`config.mk`:
```
export PLATFORM = sky130hd
export DESIGN_NAME = data_gen_cfg
export DESIGN_NICKNAME = d
export VERILOG_FILES = /design/src/rtl/data_gen_cfg.sv
export SDC_FILE = /design/constraint.sdc
export NUM_CORES = 1
export LEC_CHECK = 0
export BUFFER_PORTS_ARGS = -buffer_cell sky130_fd_sc_hd__buf_2
export CAP_MARGIN = 10
export CORE_AREA = 10 10 219 221
export CTS_CLUSTER_SIZE = 16
export DETAILED_ROUTE_END_ITERATION = 6
export DIE_AREA = 0 0 229 231
export GPL_TIMING_DRIVEN = 0
export PLACE_DENSITY_LB_ADDON = 0.15
export SYNTH_ARGS = -nofsm -noshare
export SYNTH_HDL_FRONTEND = slang
export SYNTH_SLANG_ARGS = --single-unit
export TNS_END_PERCENT = 20
```
`constraint.sdc`:
```
create_clock -name ap_clk -period 6.5 [get_ports ap_clk]
set_input_delay 0.65 -clock ap_clk [delete_from_list [all_inputs] [get_ports ap_clk]]
set_output_delay 0.65 -clock ap_clk [all_outputs]
set_load 0.01 [all_outputs]
```
`src/rtl/data_gen_cfg.sv`:
```
// Stimulus source for the spam-filter dataflow path.
// One ap_start pulse produces a burst of configuration words on Output_1,
// then a burst of training-data words on Output_2, then a single
// ap_done/ap_ready pulse (ap_ctrl_hs handshake).
module data_gen_cfg #(
  parameter int          CFG_WORDS  = 16,
  parameter int          DATA_WORDS = 1024,
  parameter logic [31:0] CFG_TAG    = 32'hBF7C_0000
) (
  input  logic         ap_clk,
  input  logic         ap_rst_n,
  input  logic         ap_start,
  output logic         ap_done,
  output logic         ap_idle,
  output logic         ap_ready,
  output logic [63:0]  Output_1_TDATA,
  output logic         Output_1_TVALID,
  input  logic         Output_1_TREADY,
  output logic [511:0] Output_2_TDATA,
  output logic         Output_2_TVALID,
  input  logic         Output_2_TREADY
);

  localparam logic [31:0] CFG_LAST  = 32'(CFG_WORDS - 1);
  localparam logic [31:0] DATA_LAST = 32'(DATA_WORDS - 1);

  typedef enum logic [1:0] {
    IDLE = 2'd0,
    CFG  = 2'd1,
    DATA = 2'd2,
    DONE = 2'd3
  } state_t;

  state_t      state;
  state_t      state_nxt;
  logic [31:0] cfg_idx;
  logic [31:0] data_idx;
  logic [31:0] lane_base;

  // First lane value of the current data word: data_idx * 16 (mod 2^32).
  assign lane_base = {data_idx[27:0], 4'b0000};

  // State register; reset drops any word in flight and returns to IDLE.
  always_ff @(posedge ap_clk or negedge ap_rst_n) begin
    if (!ap_rst_n) begin
      state <= IDLE;
    end else begin
      state <= state_nxt;
    end
  end

  // Word counters: cleared in IDLE so every run restarts at index 0,
  // advanced only on a VALID&READY handshake.
  always_ff @(posedge ap_clk or negedge ap_rst_n) begin
    if (!ap_rst_n) begin
      cfg_idx  <= '0;
      data_idx <= '0;
    end else begin
      case (state)
        IDLE: begin
          cfg_idx  <= '0;
          data_idx <= '0;
        end
        CFG: begin
          if (Output_1_TREADY) begin
            cfg_idx <= cfg_idx + 32'd1;
          end
        end
        DATA: begin
          if (Output_2_TREADY) begin
            data_idx <= data_idx + 32'd1;
          end
        end
        default: begin
        end
      endcase
    end
  end

  // Next-state and outputs. VALID and TDATA depend only on registered
  // state and counters, so they stay stable across READY stalls and never
  // follow READY combinationally.
  always_comb begin
    state_nxt       = state;
    ap_done         = 1'b0;
    ap_ready        = 1'b0;
    ap_idle         = 1'b0;
    Output_1_TVALID = 1'b0;
    Output_1_TDATA  = '0;
    Output_2_TVALID = 1'b0;
    Output_2_TDATA  = '0;
    case (state)
      IDLE: begin
        ap_idle = 1'b1;
        if (ap_start) begin
          state_nxt = CFG;
        end
      end
      CFG: begin
        Output_1_TVALID = 1'b1;
        Output_1_TDATA  = {CFG_TAG, cfg_idx};
        if (Output_1_TREADY && (cfg_idx == CFG_LAST)) begin
          state_nxt = DATA;
        end
      end
      DATA: begin
        Output_2_TVALID = 1'b1;
        for (int k = 0; k < 16; k++) begin
          Output_2_TDATA[32*k +: 32] = lane_base + 32'(k);
        end
        if (Output_2_TREADY && (data_idx == DATA_LAST)) begin
          state_nxt = DONE;
        end
      end
      DONE: begin
        ap_done   = 1'b1;
        ap_ready  = 1'b1;
        state_nxt = IDLE;
      end
      default: begin
        state_nxt = IDLE;
      end
    endcase
  end

endmodule

```
Yosys cells after proc, flatten, opt, wreduce, memory -nomap -nowiden

Index checks and enable logic that the tools add are counted.

Input port bits: 5
Logic and storage cells: 52
Register bits after elaboration: 66
Output and inout port bits: 581

Mux-type cells: 14
Equal/unequal tests: 10
Add/sub/neg operators: 17
Reduce and logical (&&, ||, !) cells: 8

Operator list:

| operator                                               | number |
|---|---|
| 2-to-1 mux 512 bit                                     | 1 |
| adder 32 x 4 -> 32 bit (second input constant)         | 8 |
| adder 32 x 3 -> 32 bit (second input constant)         | 4 |
| one-hot mux 32 bit (2 select lines)                    | 2 |
| adder 32 x 1 -> 32 bit (second input constant)         | 3 |
| adder 32 x 2 -> 32 bit (second input constant)         | 2 |
| 2-to-1 mux 32 bit                                      | 2 |
| 2-to-1 mux 64 bit                                      | 1 |
| equality test 32 x 10 -> 1 bit (second input constant) | 1 |
| equality test 32 x 4 -> 1 bit (second input constant)  | 1 |
| != test 2 bit (second input constant)                  | 5 |
| one-hot mux 2 bit (4 select lines)                     | 1 |
| 2-to-1 mux 2 bit                                       | 3 |
| equality test 2 bit (second input constant)            | 2 |
| 2-to-1 mux 1 bit                                       | 4 |
| AND reduction 2 bit                                    | 2 |
| nonzero test 2 bit                                     | 2 |
| AND reduction 3 bit                                    | 1 |
| equality test 2 x 1 -> 1 bit (second input constant)   | 1 |
| logical AND 1 bit                                      | 2 |
| zero test 2 bit                                        | 1 |

Logic depth before layout (Yosys ltp)

Gate-level depths: netlist of the first run.

Depth in word-level cells: 4
Depth in mapped cells: 8
Depth with buffers taken out: 7

Worst setup path before layout of the first run

OpenSTA, ideal clock, no wires.

Kind: register to output
Start point: register state[0]
End point: output port Output_2_TDATA[120]
Required time: 5.850 ns
Arrival: 2.445 ns
Cell stages (with the launch flop): 7
Path slack: 3.405 ns
Path through: dfrtp_1 inv_1 ha_1 clkbuf_1 clkbuf_1 and2_1 buf_4

Cells in the longest elaborated chain, start to end: 2

RTL lines:

| element                | line | source |
|---|---|---|
| from (decl)            | 34   | `state_t state;` |
| from (signal assigned) | 48   | `state <= state_nxt;` |
| equality test 2 bit    | 92   | `case (state)` |
| 2-to-1 mux 512 bit     | 92   |  |
| to (decl)              | 19   | `output logic [511:0] Output_2_TDATA,` |

Every way passes these cells.

Final worst setup path of the first run

Start point: register state[0]
End point: output port Output_2_TDATA[125]

The elaborated chain is that of the path after synthesis.

==> results.json, run 1 <==
{
  "io_pins": 586,
  "synthAdderAreaFrac_pct": 0.961,
  "ys_async_sr_fraction_pct": 100,
  "slowest_delay_ps": 650,
  "syn_area_sq_um": 7810,
  "synth_compound_area_share_pct": 3.01,
  "synth_area_leaders": "buf_4 50%, dfrtp_1 21%, and2_1 4.7%",
  "startpoint_type": "flop",
  "drc": 0,
  "track_usage_pct": 11.0,
  "cts_resized": 0,
  "place_congestion": 0.766,
  "crit_top_cell": "clkbuf_1",
  "dieArea_sq_um": 52900,
  "required_ps": 5850,
  "crit_family": "buffers and inverters",
  "rsz0062_at_grt": "no",
  "critPathBufInv": 5,
  "path_cells": "inv_1 -> ha_1 -> clkbuf_1 -> clkbuf_1 -> and2_1 -> buf_4 -> buf_2",
  "cpMaxStageDelayCell": "and2_1",
  "finalCritPeriodShare_pct": 58.8,
  "syn_inst": 953,
  "synth.avg_cell_area_sq_um": 8.20,
  "r2r_start": "state[0]$_DFFE_PN0P_",
  "vias_per_cell": 3.38,
  "setup_viol": 0,
  "total_leakage_power_nw": 7.81,
  "worst_slack_ps": 2680,
  "synth_edf_count": 0,
  "cts_hold_buf": 0,
  "regToRegSetupSlack_ps": 3650,
  "overflow": 0,
  "critical_path_arrival_ps": 3170,
  "cts_inserted_buffers": 9,
  "cts-root-buf": "clkbuf_16",
  "fp.dieH_um": 231,
  "drt_wl_total_um": 31600,
  "vias": 7258,
  "grt_pass1_vias": 6906,
  "cts.clk_slew.worst_paths_ps": 60,
  "fp-row-count": 77,
  "antenna_left": 0,
  "fin_setup_tns_ps": 0,
  "cts_tree": "yes",
  "synth_xor_area_share_pct": 3.70,
  "post-cts-setup-buffers": 0,
  "yosysTopAreaCell": "buf_4",
  "clk_latency_ps": 340,
  "powerDensity_nw_per_um2": 91.0,
  "diodes": 0,
  "cts.sinks": 66,
  "wire_per_inst_um": 14.7,
  "drt_iter0_drc": 213,
  "slew_headroom_pct": 45.1,
  "hold_class": "in2async",
  "path_class": "reg2out",
  "nets": 1561,
  "cp_max_fo": 16,
  "drt_pass1_iterations": 4,
  "timing.final.crit_period_ps": 3820,
  "synth-seq-cells": 66,
  "grt_max_degree": 42,
  "area_growth_pct": 50.2,
  "die_w_um": 229,
  "fmax_mhz": 262,
  "ys_warn_count": 0,
  "yosys-mux-area-fraction_pct": 1.44,
  "hpwl_um": 26700,
  "place_ws_ps": 2270,
  "portBuffers": 533,
  "synth_top_area_share_pct": 49.8,
  "final_hold_viol_count": 0,
  "initial_core_util_pct": 17.9,
  "drv_slew": 0,
  "finalClockSkew_ps": 6.54,
  "synthFlopType": "dfrtp_1",
  "coreArea_sq_um": 43700,
  "drive_gt1_share_pct": 69.7,
  "end_kind": "output pin",
  "antenna_found_initial": 0,
  "seq_area_frac_synth_pct": 21.1,
  "ff2ff_path_depth": 7,
  "rr_endpoint": "data_idx[26]$_DFFE_PN0P_",
  "tightest_slew_ps": 812,
  "grt_pass1_wl_um": 46000,
  "synth-simple-area-share_pct": 18.3,
  "register_area_sq_um": 1650,
  "h-tree-depth": 3,
  "synth_top_family_by_area": "buffers and inverters",
  "yosysUniqueCellTypes": 48,
  "status": "complete, no violations",
  "maxCapViolCount": 0,
  "cts_buffer_depth": 2,
  "fillerInstances": 4921,
  "multi_input_area_sq_um": 2340,
  "ir_drop_v": 0.000112
}
==> layer usage <==
metal / global-route usage, % / up-vias / wire length (um)
met2: 21.1 / 278 / 17000
met3: 3.41 / 14 / 2290
li1: - / 3705 / -
met4: 1.49 / 0 / 206
met5: 0 / - / 0
met1: 11.9 / 3261 / 12100
==> cell families (layout without fill, tap and decap cells) <==
group,after synthesis,count (layout)
adder cells (fa/ha/maj),6,6
other,1,52
multiplexers,11,11
flip-flops,66,66
buffers and inverters,544,1095
AO/OA/AOI/OAI,37,37
XOR/XNOR,33,33
AND/OR/NAND/NOR,255,255
==> worst reg2reg max path: stages (launching register included) <==
cell     delay, ps
dfrtp_1        400
inv_1          110
ha_1           430
mux2i_1        270
nor2_1         640
nand4_1        380
or3_1          400
a21oi_1        140
==> Yosys cell counts (9+ instances only) <==
library cell and n:
clkbuf_1 14, nand4_1 20, mux2i_1 9, o21ai_0 15, and2_1 59, nor4_1 15
nand3_1 36, buf_4 518, dfrtp_1 66, nor2_1 39, xor2_1 27, nand2_1 40
==> flip-flops by register name, indices dropped and copies added, names as in the netlist <==
register	count
data_idx	32
cfg_idx	32
state	2
==> stage by stage <==
stage	utilization, %	std cells	total power, mW	instance area, sq um	hold WS, ps
2_1_floorplan	-	1004	0.568	8000	354
3_3_place_gp	26.1	2129	0.625	11400	530
3_5_place_dp	26.2	2130	0.627	11400	540
4_1_cts	26.8	2146	1.09	11700	241
5_1_grt	26.8	2147	1.13	11700	248
6_report	26.8	2147	1.07	11700	233
==> placed cells by master (no fill, tap or decap), types with 4 or more instances in the layout <==
cell type	synthesis	final
buf_2	2	534
buf_4	518	519
dfrtp_1	66	66
and2_1	59	59
conb_1	1	52
nand2_1	40	40
nor2_1	39	39
nand3_1	36	36
xor2_1	27	27
nand4_1	20	20
clkbuf_1	14	17
nor4_1	15	15
o21ai_0	15	15
mux2i_1	9	9
clkbuf_16	0	9
nand2b_1	7	7
inv_1	6	6
and3_1	6	6
xnor2_1	6	6
o211ai_1	6	6
ha_1	6	6
and4_1	5	5
nor3_1	5	5
a21oi_1	5	5
o31ai_1	4	4
or4_1	4	4
==> how the worst max path moves through the flow <==
stage                              start             endpoint  slack [ps]  cells after the start
floorplan           state[0]$_DFFE_PN0P_  Output_2_TDATA[120]        3410                      6
finish              state[0]$_DFFE_PN0P_  Output_2_TDATA[125]        2680                      7
CTS                 state[0]$_DFFE_PN0P_  Output_2_TDATA[125]        1870                      7
global placement    state[0]$_DFFE_PN0P_  Output_2_TDATA[221]        2340                      7
global route        state[0]$_DFFE_PN0P_  Output_2_TDATA[381]        2310                      7
detailed placement  state[0]$_DFFE_PN0P_  Output_2_TDATA[125]        2270                      7
==> power breakdown <==
| group | internal (mW) | switching [mW] |
|---|---|---|
| combinational | 0.0722 | 0.0857 |
| clock | 0.267 | 0.181 |
| sequential | 0.431 | 0.0311 |
| total | 0.770 | 0.298 |
==> cell type report <==
cell class              instances  share of cell area (%)
well taps                     592                    6.31
clock buffers                  13                    2.13
plain buffers                 538                    34.0
flip-flops and latches         66                    14.1
inverters                       6                   0.192
clock inverters                 3                   0.128
repair buffers                535                    23.2
multi-input cells             394                    19.9
(Power assumes the default switching activity.)
==> inputs of run 2 (changes only) <==
==> constraint.sdc (replaced) <==
create_clock -name ap_clk -period 3.7 [get_ports ap_clk]
set_input_delay 0.37 -clock ap_clk [delete_from_list [all_inputs] [get_ports ap_clk]]
set_output_delay 0.37 -clock ap_clk [all_outputs]
set_load 0.01 [all_outputs]
==> run 2 against run 1 <==
  * Via count up 0.11%
  * Hold slack better by 120 ps
  * Setup slack worse by 2400 ps
  * Combinational power up 77%
  * First-iteration DRC count up 8.9%
  * Non-clock buffer count unchanged
  * Clock power up 76%
  * Clock-buffer cell count unchanged
  * Total power up 76%
  * Cell area up 0.18%
  * Wire length about the same
  * Sequential share of layout area about the same
  * Critical path type unchanged
  * Highest routed layer unchanged
==> results.json, run 2 (synthesis gave the netlist of run 1 again) <==
{
  "antenna_found_initial": 0,
  "track_usage_pct": 11.0,
  "cts-root-buf": "clkbuf_16",
  "fmax_mhz": 291,
  "io_pins": 586,
  "status": "complete, no violations",
  "rsz0062_at_grt": "no",
  "diodes": 0,
  "drt_iter0_drc": 232,
  "final_cells": 2147,
  "cp_max_fo": 36,
  "antenna_left": 0,
  "final_hold_viol_count": 0,
  "powerDensity_nw_per_um2": 160,
  "power_mw": 1.88,
  "hpwl_um": 26700,
  "maxCapViolCount": 0,
  "die_w_um": 229,
  "critical_path_arrival_ps": 3070,
  "h-tree-depth": 3,
  "fin_util_pct": 26.9,
  "r2r_start": "state[0]$_DFFE_PN0P_",
  "drt_wl_total_um": 31600,
  "ir_drop_v": 0.000196,
  "end_kind": "output pin",
  "finalCritPeriodShare_pct": 92.9,
  "cts_buffer_depth": 2,
  "startpoint": "state[0]$_DFFE_PN0P_",
  "final_cell_mix": "534 x buf_2, 519 x buf_4, 66 x dfrtp_1",
  "dieArea_sq_um": 52900,
  "drt_pass1_iterations": 5,
  "grt_pass1_wl_um": 46000,
  "hold_class": "in2reg",
  "fp-row-count": 77,
  "final_common_cell": "buf_2",
  "startpoint_type": "flop",
  "fp.dieH_um": 231,
  "drc": 0,
  "initial_core_util_pct": 17.9,
  "post-cts-setup-buffers": 0,
  "cts.sinks": 66,
  "grt_pass1_vias": 6909,
  "top_regs": "cfg_idx x32, data_idx x32, state x2",
  "path_class": "reg2out",
  "cts.clk_slew.worst_paths_ps": 60,
  "overflow": 0,
  "fin_setup_tns_ps": 0,
  "timing.final.crit_period_ps": 3440,
  "area_growth_pct": 50.5,
  "drive_gt1_share_pct": 71.1,
  "cts_inserted_buffers": 9,
  "wire_per_inst_um": 14.7,
  "slew_headroom_pct": 45.0,
  "clk_latency_ps": 340,
  "finalClockSkew_ps": 6.66,
  "setup_viol": 0,
  "required_ps": 3330,
  "nets": 1561,
  "cts_tree": "yes",
  "tightest_slew_ps": 814,
  "drv_slew": 0,
  "total_leakage_power_nw": 7.81,
  "hold_start": "Output_1_TREADY",
  "coreArea_sq_um": 43700,
  "vias": 7266,
  "place_congestion": 0.766,
  "vias_per_cell": 3.38,
  "grt_max_degree": 42,
  "dp_cells": 2130,
  "portBuffers": 533
}
[run 2: cell count changes in the layout (fill, tap and decap cells not counted)]
cell and change:
and2_1 -21, and2_2 +21, buf_16 -1, dlygate4sd3_1 +1, ha_1 -1, ha_4 +1
[run 2: path summary, 6_finish.rpt]
check | to | slack, ps | cells after the start
max | Output_2_TDATA[333] | 260 | 7
min | cfg_idx[0]$_DFFE_PN0P_ | 350 | 3
max reg2reg | data_idx[26]$_DFFE_PN0P_ | 860 | 7
min reg2reg | data_idx[31]$_DFFE_PN0P_ | 550 | 2
max in group asynchronous | data_idx[1]$_DFFE_PN0P_ | 2640 | 3
min in group asynchronous | cfg_idx[29]$_DFFE_PN0P_ | 500 | 2
[run 2: per-stage QoR]
stage                     hold WS (ps)  area, sq um  setup WS [ps]
after floorplan                   74.4         8000            885
after global placement             530        11400           -176
after detailed placement           329        11400           -250
after CTS                          338        11700           61.8
after global routing               371        11800          0.699
final                              352        11800            262
[run 2: power breakdown]
part	switching (mW)	total (mW)	internal [mW]
clock network	0.319	0.788	0.469
registers	0.0549	0.812	0.757
logic	0.151	0.279	0.128
total	0.525	1.88	1.35
[run 2: critical path, cell delays in order, from the launching register on]
cell,delay [ps]
dfrtp_1,400
inv_1,150
ha_4,410
clkbuf_1,480
clkbuf_1,320
and2_1,600
buf_4,220
buf_2,140
[run 2: layout make-up]
| type | count | area [sq um] |
|---|---|---|
| sequential | 66 | 1650 |
| clock buffer | 13 | 250 |
| buffer | 538 | 3990 |
| multi-input combinational | 394 | 2370 |
| tap | 592 | 741 |
| clock inverter | 3 | 15.0 |
| inverter | 6 | 22.5 |
| timing repair buffer | 535 | 2710 |
| fill | 4917 | 32000 |
[run 2: timing repair]
action / 4_1_cts / 5_1_grt
setup endpoints to repair: 448 / 249
pin swaps: 0 / 0
gates resized for setup: 5 / 18
hold endpoints to repair: 25 / 0
hold buffers: 1 / 0
[run 2: per-layer routing]
| layer | track usage [%] | vias up | part of all wire (%) |
|---|---|---|---|
| met4 | 1.49 | 0 | 0.65 |
| li1 | - | 3706 | - |
| met5 | 0 | - | 0 |
| met1 | 11.9 | 3258 | 38 |
| met3 | 3.41 | 13 | 7.3 |
| met2 | 21.1 | 289 | 54 |
